**src/rtl/data_mem_arbiter_if.sv**
```systemverilog
// Request/response bundle between the per-thread LSU slots, the arbiter and
// the external data-memory channels.
interface data_mem_arbiter_if #(
   parameter int ADDR_BITS     = 8,
   parameter int DATA_BITS     = 8,
   parameter int NUM_CONSUMERS = 4,
   parameter int NUM_CHANNELS  = 1
);
   // Consumer (LSU) side
   logic [NUM_CONSUMERS-1:0] consumer_read_valid;
   logic [ADDR_BITS-1:0]     consumer_read_address  [NUM_CONSUMERS];
   logic [NUM_CONSUMERS-1:0] consumer_read_ready;
   logic [DATA_BITS-1:0]     consumer_read_data     [NUM_CONSUMERS];
   logic [NUM_CONSUMERS-1:0] consumer_write_valid;
   logic [ADDR_BITS-1:0]     consumer_write_address [NUM_CONSUMERS];
   logic [DATA_BITS-1:0]     consumer_write_data    [NUM_CONSUMERS];
   logic [NUM_CONSUMERS-1:0] consumer_write_ready;

   // Memory channel side
   logic [NUM_CHANNELS-1:0]  mem_read_valid;
   logic [ADDR_BITS-1:0]     mem_read_address  [NUM_CHANNELS];
   logic [NUM_CHANNELS-1:0]  mem_read_ready;
   logic [DATA_BITS-1:0]     mem_read_data     [NUM_CHANNELS];
   logic [NUM_CHANNELS-1:0]  mem_write_valid;
   logic [ADDR_BITS-1:0]     mem_write_address [NUM_CHANNELS];
   logic [DATA_BITS-1:0]     mem_write_data    [NUM_CHANNELS];
   logic [NUM_CHANNELS-1:0]  mem_write_ready;

   // Arbiter view
   modport slave (
      input  consumer_read_valid, consumer_read_address,
      output consumer_read_ready, consumer_read_data,
      input  consumer_write_valid, consumer_write_address, consumer_write_data,
      output consumer_write_ready,
      output mem_read_valid, mem_read_address,
      input  mem_read_ready, mem_read_data,
      output mem_write_valid, mem_write_address, mem_write_data,
      input  mem_write_ready
   );

   // LSU / memory environment view
   modport master (
      output consumer_read_valid, consumer_read_address,
      input  consumer_read_ready, consumer_read_data,
      output consumer_write_valid, consumer_write_address, consumer_write_data,
      input  consumer_write_ready,
      input  mem_read_valid, mem_read_address,
      output mem_read_ready, mem_read_data,
      input  mem_write_valid, mem_write_address, mem_write_data,
      output mem_write_ready
   );
endinterface

```
**src/rtl/data_mem_arbiter.sv**
```systemverilog
// Per-thread LSU request arbiter: each memory channel runs its own request
// FSM with a round-robin pointer; a claim bit per consumer keeps any consumer
// from being served by two channels at once. All outputs are registered.
module data_mem_arbiter #(
   parameter int ADDR_BITS     = 8,
   parameter int DATA_BITS     = 8,
   parameter int NUM_CONSUMERS = 4,
   parameter int NUM_CHANNELS  = 1
) (
   input  logic               clk,
   input  logic               reset,
   data_mem_arbiter_if.slave  bus
);
   localparam int IDW = (NUM_CONSUMERS > 1) ? $clog2(NUM_CONSUMERS) : 1;

   typedef enum logic [2:0] {
      IDLE          = 3'd0,
      READ_WAITING  = 3'd1,
      WRITE_WAITING = 3'd2,
      READ_RELAY    = 3'd3,
      WRITE_RELAY   = 3'd4
   } state_t;

   state_t                   state_r [NUM_CHANNELS];
   state_t                   state_nx[NUM_CHANNELS];
   logic [IDW-1:0]           id_r    [NUM_CHANNELS];
   logic [IDW-1:0]           id_nx   [NUM_CHANNELS];
   logic [IDW-1:0]           rr_r    [NUM_CHANNELS];
   logic [IDW-1:0]           rr_nx   [NUM_CHANNELS];
   logic [NUM_CONSUMERS-1:0] claimed_r, claimed_nx;

   logic [NUM_CHANNELS-1:0]  mrv_r, mrv_nx, mwv_r, mwv_nx;
   logic [ADDR_BITS-1:0]     mra_r [NUM_CHANNELS];
   logic [ADDR_BITS-1:0]     mra_nx[NUM_CHANNELS];
   logic [ADDR_BITS-1:0]     mwa_r [NUM_CHANNELS];
   logic [ADDR_BITS-1:0]     mwa_nx[NUM_CHANNELS];
   logic [DATA_BITS-1:0]     mwd_r [NUM_CHANNELS];
   logic [DATA_BITS-1:0]     mwd_nx[NUM_CHANNELS];

   logic [NUM_CONSUMERS-1:0] crr_r, crr_nx, cwr_r, cwr_nx;
   logic [DATA_BITS-1:0]     crd_r [NUM_CONSUMERS];
   logic [DATA_BITS-1:0]     crd_nx[NUM_CONSUMERS];

   // Next-state and next-output logic; channels are evaluated in index order so
   // a lower channel's grant this cycle hides that consumer from higher ones.
   always_comb begin
      logic [NUM_CONSUMERS-1:0] taken;
      logic                     found;
      logic [IDW-1:0]           cand;
      state_nx   = state_r;
      id_nx      = id_r;
      rr_nx      = rr_r;
      claimed_nx = claimed_r;
      mrv_nx     = mrv_r;
      mra_nx     = mra_r;
      mwv_nx     = mwv_r;
      mwa_nx     = mwa_r;
      mwd_nx     = mwd_r;
      crr_nx     = crr_r;
      cwr_nx     = cwr_r;
      crd_nx     = crd_r;
      taken      = claimed_r;
      found      = 1'b0;
      cand       = '0;
      for (int c = 0; c < NUM_CHANNELS; c++) begin
         case (state_r[c])
            IDLE: begin
               found = 1'b0;
               cand  = '0;
               for (int k = 0; k < NUM_CONSUMERS; k++) begin
                  if (!found) begin
                     cand = IDW'((int'(rr_r[c]) + k) % NUM_CONSUMERS);
                     if (!taken[cand] &&
                         (bus.consumer_read_valid[cand] || bus.consumer_write_valid[cand]))
                        found = 1'b1;
                  end
               end
               if (found) begin
                  taken[cand]      = 1'b1;
                  claimed_nx[cand] = 1'b1;
                  id_nx[c]         = cand;
                  rr_nx[c]         = IDW'((int'(cand) + 1) % NUM_CONSUMERS);
                  if (bus.consumer_read_valid[cand]) begin
                     mrv_nx[c]   = 1'b1;
                     mra_nx[c]   = bus.consumer_read_address[cand];
                     state_nx[c] = READ_WAITING;
                  end else begin
                     mwv_nx[c]   = 1'b1;
                     mwa_nx[c]   = bus.consumer_write_address[cand];
                     mwd_nx[c]   = bus.consumer_write_data[cand];
                     state_nx[c] = WRITE_WAITING;
                  end
               end
            end
            READ_WAITING: begin
               if (bus.mem_read_ready[c]) begin
                  mrv_nx[c]         = 1'b0;
                  crd_nx[id_r[c]]   = bus.mem_read_data[c];
                  crr_nx[id_r[c]]   = 1'b1;
                  state_nx[c]       = READ_RELAY;
               end
            end
            WRITE_WAITING: begin
               if (bus.mem_write_ready[c]) begin
                  mwv_nx[c]         = 1'b0;
                  cwr_nx[id_r[c]]   = 1'b1;
                  state_nx[c]       = WRITE_RELAY;
               end
            end
            READ_RELAY: begin
               if (!bus.consumer_read_valid[id_r[c]]) begin
                  crr_nx[id_r[c]]     = 1'b0;
                  claimed_nx[id_r[c]] = 1'b0;
                  state_nx[c]         = IDLE;
               end
            end
            WRITE_RELAY: begin
               if (!bus.consumer_write_valid[id_r[c]]) begin
                  cwr_nx[id_r[c]]     = 1'b0;
                  claimed_nx[id_r[c]] = 1'b0;
                  state_nx[c]         = IDLE;
               end
            end
            default: state_nx[c] = IDLE;
         endcase
      end
   end

   // State and output registers; reset abandons any transaction in flight.
   always_ff @(posedge clk or negedge reset) begin
      if (!reset) begin
         for (int c = 0; c < NUM_CHANNELS; c++) begin
            state_r[c] <= IDLE;
            id_r[c]    <= '0;
            rr_r[c]    <= '0;
            mra_r[c]   <= '0;
            mwa_r[c]   <= '0;
            mwd_r[c]   <= '0;
         end
         for (int i = 0; i < NUM_CONSUMERS; i++) crd_r[i] <= '0;
         claimed_r <= '0;
         mrv_r     <= '0;
         mwv_r     <= '0;
         crr_r     <= '0;
         cwr_r     <= '0;
      end else begin
         state_r   <= state_nx;
         id_r      <= id_nx;
         rr_r      <= rr_nx;
         mra_r     <= mra_nx;
         mwa_r     <= mwa_nx;
         mwd_r     <= mwd_nx;
         crd_r     <= crd_nx;
         claimed_r <= claimed_nx;
         mrv_r     <= mrv_nx;
         mwv_r     <= mwv_nx;
         crr_r     <= crr_nx;
         cwr_r     <= cwr_nx;
      end
   end

   assign bus.mem_read_valid       = mrv_r;
   assign bus.mem_read_address     = mra_r;
   assign bus.mem_write_valid      = mwv_r;
   assign bus.mem_write_address    = mwa_r;
   assign bus.mem_write_data       = mwd_r;
   assign bus.consumer_read_ready  = crr_r;
   assign bus.consumer_read_data   = crd_r;
   assign bus.consumer_write_ready = cwr_r;
endmodule

```
**src/flat_wrapper.sv**
```systemverilog
// flat-port wrapper written by rule: the top's interface ports become plain ports
module data_mem_arbiter_flat 
#(
   parameter int ADDR_BITS     = 8,
   parameter int DATA_BITS     = 8,
   parameter int NUM_CONSUMERS = 4,
   parameter int NUM_CHANNELS  = 1
)
  (clk, reset, bus_consumer_read_valid, bus_consumer_read_address, bus_consumer_read_ready, bus_consumer_read_data, bus_consumer_write_valid, bus_consumer_write_address, bus_consumer_write_data, bus_consumer_write_ready, bus_mem_read_valid, bus_mem_read_address, bus_mem_read_ready, bus_mem_read_data, bus_mem_write_valid, bus_mem_write_address, bus_mem_write_data, bus_mem_write_ready);
  data_mem_arbiter_if #(.ADDR_BITS(ADDR_BITS), .DATA_BITS(DATA_BITS), .NUM_CONSUMERS(NUM_CONSUMERS), .NUM_CHANNELS(NUM_CHANNELS)) bus_i ();
  input  logic clk;
  input  logic reset;
  input wire logic [$bits(bus_i.consumer_read_valid)-1:0] bus_consumer_read_valid;
  input wire logic [$bits(bus_i.consumer_read_address)-1:0] bus_consumer_read_address;
  output wire logic [$bits(bus_i.consumer_read_ready)-1:0] bus_consumer_read_ready;
  output wire logic [$bits(bus_i.consumer_read_data)-1:0] bus_consumer_read_data;
  input wire logic [$bits(bus_i.consumer_write_valid)-1:0] bus_consumer_write_valid;
  input wire logic [$bits(bus_i.consumer_write_address)-1:0] bus_consumer_write_address;
  input wire logic [$bits(bus_i.consumer_write_data)-1:0] bus_consumer_write_data;
  output wire logic [$bits(bus_i.consumer_write_ready)-1:0] bus_consumer_write_ready;
  output wire logic [$bits(bus_i.mem_read_valid)-1:0] bus_mem_read_valid;
  output wire logic [$bits(bus_i.mem_read_address)-1:0] bus_mem_read_address;
  input wire logic [$bits(bus_i.mem_read_ready)-1:0] bus_mem_read_ready;
  input wire logic [$bits(bus_i.mem_read_data)-1:0] bus_mem_read_data;
  output wire logic [$bits(bus_i.mem_write_valid)-1:0] bus_mem_write_valid;
  output wire logic [$bits(bus_i.mem_write_address)-1:0] bus_mem_write_address;
  output wire logic [$bits(bus_i.mem_write_data)-1:0] bus_mem_write_data;
  input wire logic [$bits(bus_i.mem_write_ready)-1:0] bus_mem_write_ready;
  assign bus_i.consumer_read_valid = bus_consumer_read_valid;
  assign bus_i.consumer_read_address = {>>{bus_consumer_read_address}};
  assign bus_consumer_read_ready = bus_i.consumer_read_ready;
  assign bus_consumer_read_data = {>>{bus_i.consumer_read_data}};
  assign bus_i.consumer_write_valid = bus_consumer_write_valid;
  assign bus_i.consumer_write_address = {>>{bus_consumer_write_address}};
  assign bus_i.consumer_write_data = {>>{bus_consumer_write_data}};
  assign bus_consumer_write_ready = bus_i.consumer_write_ready;
  assign bus_mem_read_valid = bus_i.mem_read_valid;
  assign bus_mem_read_address = {>>{bus_i.mem_read_address}};
  assign bus_i.mem_read_ready = bus_mem_read_ready;
  assign bus_i.mem_read_data = {>>{bus_mem_read_data}};
  assign bus_mem_write_valid = bus_i.mem_write_valid;
  assign bus_mem_write_address = {>>{bus_i.mem_write_address}};
  assign bus_mem_write_data = {>>{bus_i.mem_write_data}};
  assign bus_i.mem_write_ready = bus_mem_write_ready;
  data_mem_arbiter #(.ADDR_BITS(ADDR_BITS), .DATA_BITS(DATA_BITS), .NUM_CONSUMERS(NUM_CONSUMERS), .NUM_CHANNELS(NUM_CHANNELS)) u_core (.clk(clk), .reset(reset), .bus(bus_i));
endmodule
```
**config.mk**
```make
export PLATFORM = sky130hd
export DESIGN_NAME = data_mem_arbiter_flat
export DESIGN_NICKNAME = d
export VERILOG_FILES = /design/src/rtl/data_mem_arbiter_if.sv /design/src/rtl/data_mem_arbiter.sv /design/src/flat_wrapper.sv
export SDC_FILE = /design/constraint.sdc
export NUM_CORES = 1
export LEC_CHECK = 0
export BUFFER_PORTS_ARGS = -buffer_cell sky130_fd_sc_hd__buf_4
export CORE_UTILIZATION = 48
export CTS_CLUSTER_SIZE = 8
export DETAILED_ROUTE_END_ITERATION = 8
export PLACE_DENSITY = 0.81
export SYNTH_ARGS = -nofsm -noshare
export SYNTH_HDL_FRONTEND = slang
export SYNTH_SLANG_ARGS = --single-unit
```
**constraint.sdc**
```tcl
create_clock -name clk -period 3.1 [get_ports clk]
set_clock_uncertainty 0.1 [all_clocks]
set_input_delay 0.465 -clock clk [delete_from_list [all_inputs] [get_ports clk]]
set_output_delay 0.465 -clock clk [all_outputs]
set_load 0.03 [all_outputs]
```
==> flow_metrics.tcl <==
set metrics [dict create \
    yosysMostFrequentCell "dfrtp_1" \
    cts.sinks 77 \
    cts_root_buffer "clkbuf_8" \
    yosys_warnings 0 \
    switchingPower_w 0.003016 \
    cts_buffer_depth 2 \
    antenna_found_initial 0 \
    drive_gt1_share_pct 53.28 \
    power_w 0.006833 \
    cts_buffers 9 \
    routedWlPerCell_um 16.49 \
    synth_area_um2 4090 \
    die_y_um 94.31 \
    dieArea_um2 8894 \
    cts_tree "done" \
    ys_top_cells_by_area "dfrtp_1, mux2_2, mux2i_1, nand2_1, o21ai_0" \
    io_buffers 181 \
    syn_to_final_growth_pct 40.93 \
    postRouteAntennaNets 0 \
    clockPowerShare_pct 12.4 \
    swShare_pct 44.14 \
    cp_slowest_cell "nor4_1" \
    r2r_setup_slack_ns 0.47 \
    grt_pass1_vias 3302 \
    clk_pin_slew_ns 0.08 \
    start_util_pct 49.78 \
    utilization_pct 70.15 \
    wirelength_mm 10.52 \
    power.density_nw_per_um2 1185 \
    max-slew-margin-rel_pct 36.56 \
    leakagePower_nw 2.830 \
    synth_nets 471 \
    drt_pass1_iterations 5 \
    dp.cells 622 \
    remaining_drc_errors 0 \
    timing.rr.end "u_core.bus.mem_read_address[2]" \
    rr_startpoint "u_core.claimed_r[3]" \
    synth.distinct_cells 44 \
    max_freq_ghz 0.3797 \
    critPathBufInv 0 \
    worstPathRequired_ns 3.24 \
    dp_hpwl_mm 7.935 \
    min_period_ns 2.634 \
    drv_slew 0 \
    die_w_um 94.31 \
    layout.nets 646 \
    grt_max_degree 78 \
    synth_edf_count 0 \
    synth_top_cell_area_share_pct 47.11 \
    cts-htree-levels 3 \
    antennaDiodeCount 0 \
    critPathKind "reg -> reg" \
    dp_slack_ns 0.3037 \
    period_share_pct 84.96 \
    synth_seq_area_share_pct 47.11 \
    holdCritPathClass "in -> async" \
    worst_setup_path_end_kind "flip-flop" \
    p_seq_share_pct 27.0 \
    tightestPinTransition_ns 0.9516 \
    core.rowCount 33 \
    io-pin-count 182 \
    viasPerCell 5.359 \
    path_max_fanout 9 \
    vias 3419 \
    synth_seq_cells 77 \
    worst_ir_drop_vdd_uv 724.7 \
    avgSynthCellArea_um2 11.59 \
    post-cts-setup-buffers 0 \
    grt_pass1_wl_mm 16.05 \
    startpoint_type "flip-flop" \
    gr-usage-all-layers_pct 23.71 \
    crit_chain "o21bai_1 -> o21ai_1 -> nor3b_1 -> nor4_1 -> nand2_1 -> mux2_2" \
    finalSetupViolCount 0 \
    synthCells 353 \
    critPathTopFamily "simple AND/OR/NAND/NOR gates" \
    synth_area_leader_cell "dfrtp_1" \
    grt_setup_unrepaired "false" \
    cp.depth 6 \
    ff2ff_path_depth 6 \
    coreArea_um2 8217 \
    synthArstFlopShare_pct 100.0 \
    ys.flop_type "dfrtp_1" \
    synth_common_cells "dfrtp_1, mux2_2, nand2_1" \
    comb_power_share_pct 60.6 \
    clk_latency_ns 0.35 \
    intPower_w 0.003817 \
    crit_path_max_incr_delay_ns 0.68 \
    ctsResizeCount 0 \
    place_congestion 0.9258 \
    worstPathArrival_ns 2.77 \
    grt-ovfl-total 0 \
    fin_cells 638 \
    drtIter0Drc 142 \
    holdBufCountCts 0 \
    hold_viol_final 0 \
    fin_tns_setup_ns 0 \
    drv_cap 0 \
    outcome "finished clean" \
    layout_setup_ws_ns 0.4664 \
]
final cells by class:
class / count / area (µm²)
repair buffers: 185 / 1414
flip-flops and latches: 77 / 1927
clock buffers: 9 / 123.9
inverters: 8 / 30.03
well taps: 105 / 131.4
clock inverters: 7 / 98.84
fillers: 610 / 2452
multi-input cells: 247 / 2039
placed cells by master, fill, tap and decap left out, types with 2 or more instances in the layout:
cell / n
inv_1: 8
o21a_1: 3
nand2b_1: 3
o211ai_1: 2
bufinv_16: 2
mux2_1: 6
mux4_2: 2
mux2_2: 66
buf_12: 2
nand3_1: 2
a21oi_1: 12
o31ai_1: 2
dfrtp_1: 77
nand2_1: 40
clkbuf_8: 9
nor3b_1: 3
a41oi_1: 3
nor2_1: 12
mux2_4: 9
ha_1: 2
o21ai_0: 29
nor2b_1: 4
buf_4: 183
mux2i_1: 27
clkinv_4: 2
power by group through the flow:
stage / clock (W) / sequential (W) / combinational [W]
global route: 0.000905 / 0.00190 / 0.00447
detailed placement: 0 / 0.00185 / 0.00416
global placement: 0 / 0.00183 / 0.00407
finish: 0.000849 / 0.00184 / 0.00414
floorplan: 0 / 0.00253 / 0.00219
CTS: 0.000861 / 0.00184 / 0.00417
per-layer routing:
metal	up-vias	global-route usage [%]	routed length, µm
met5	-	0	0
li1	1620	-	-
met2	150	39.55	5228
met4	0	9.615	227
met3	20	6.068	905
met1	1629	29.27	4160
worst register-to-register path, delay by kind of cell (launching register included):
family / cells / cell delay, ns
compound gates: 2 / 0.34
mux: 1 / 0.41
flops: 1 / 0.40
simple gates: 3 / 1.27
worst max-delay path by stage:
| stage | startpoint | end | slack, ns |
|---|---|---|---|
| final | u_core.claimed_r[3] | u_core.bus.mem_read_address[2] | 0.47 |
| after global routing | u_core.claimed_r[3] | u_core.bus.mem_read_address[3] | 0.28 |
| after CTS | u_core.claimed_r[0] | u_core.bus.mem_read_address[2] | 0.49 |
| after detailed placement | bus_consumer_read_valid[1] | u_core.bus.mem_read_address[2] | 0.30 |
| after global placement | bus_consumer_read_valid[1] | u_core.bus.mem_write_address[1] | 0.45 |
| after floorplan | bus_consumer_read_valid[0] | u_core.bus.mem_write_address[6] | 0.57 |
stage by stage:
stage	hold WS [ns]	area, µm²
floorplan	0.06941	4090
global placement	0.3696	5542
detailed placement	0.3762	5542
CTS	0.1914	5764
global route	0.2342	5764
finish	0.1539	5764
logic make-up after synthesis:
group | after synthesis | share of synthesized area [%]
adders and majority gates | 2 | 0.6117
and+or+nand+nor | 68 | 7.250
buffers and inverters | 29 | 3.365
DFF | 77 | 47.11
muxes | 111 | 31.39
AOI/OAI and AO/OA | 66 | 10.28
Power figures use the tool's default switching activity.
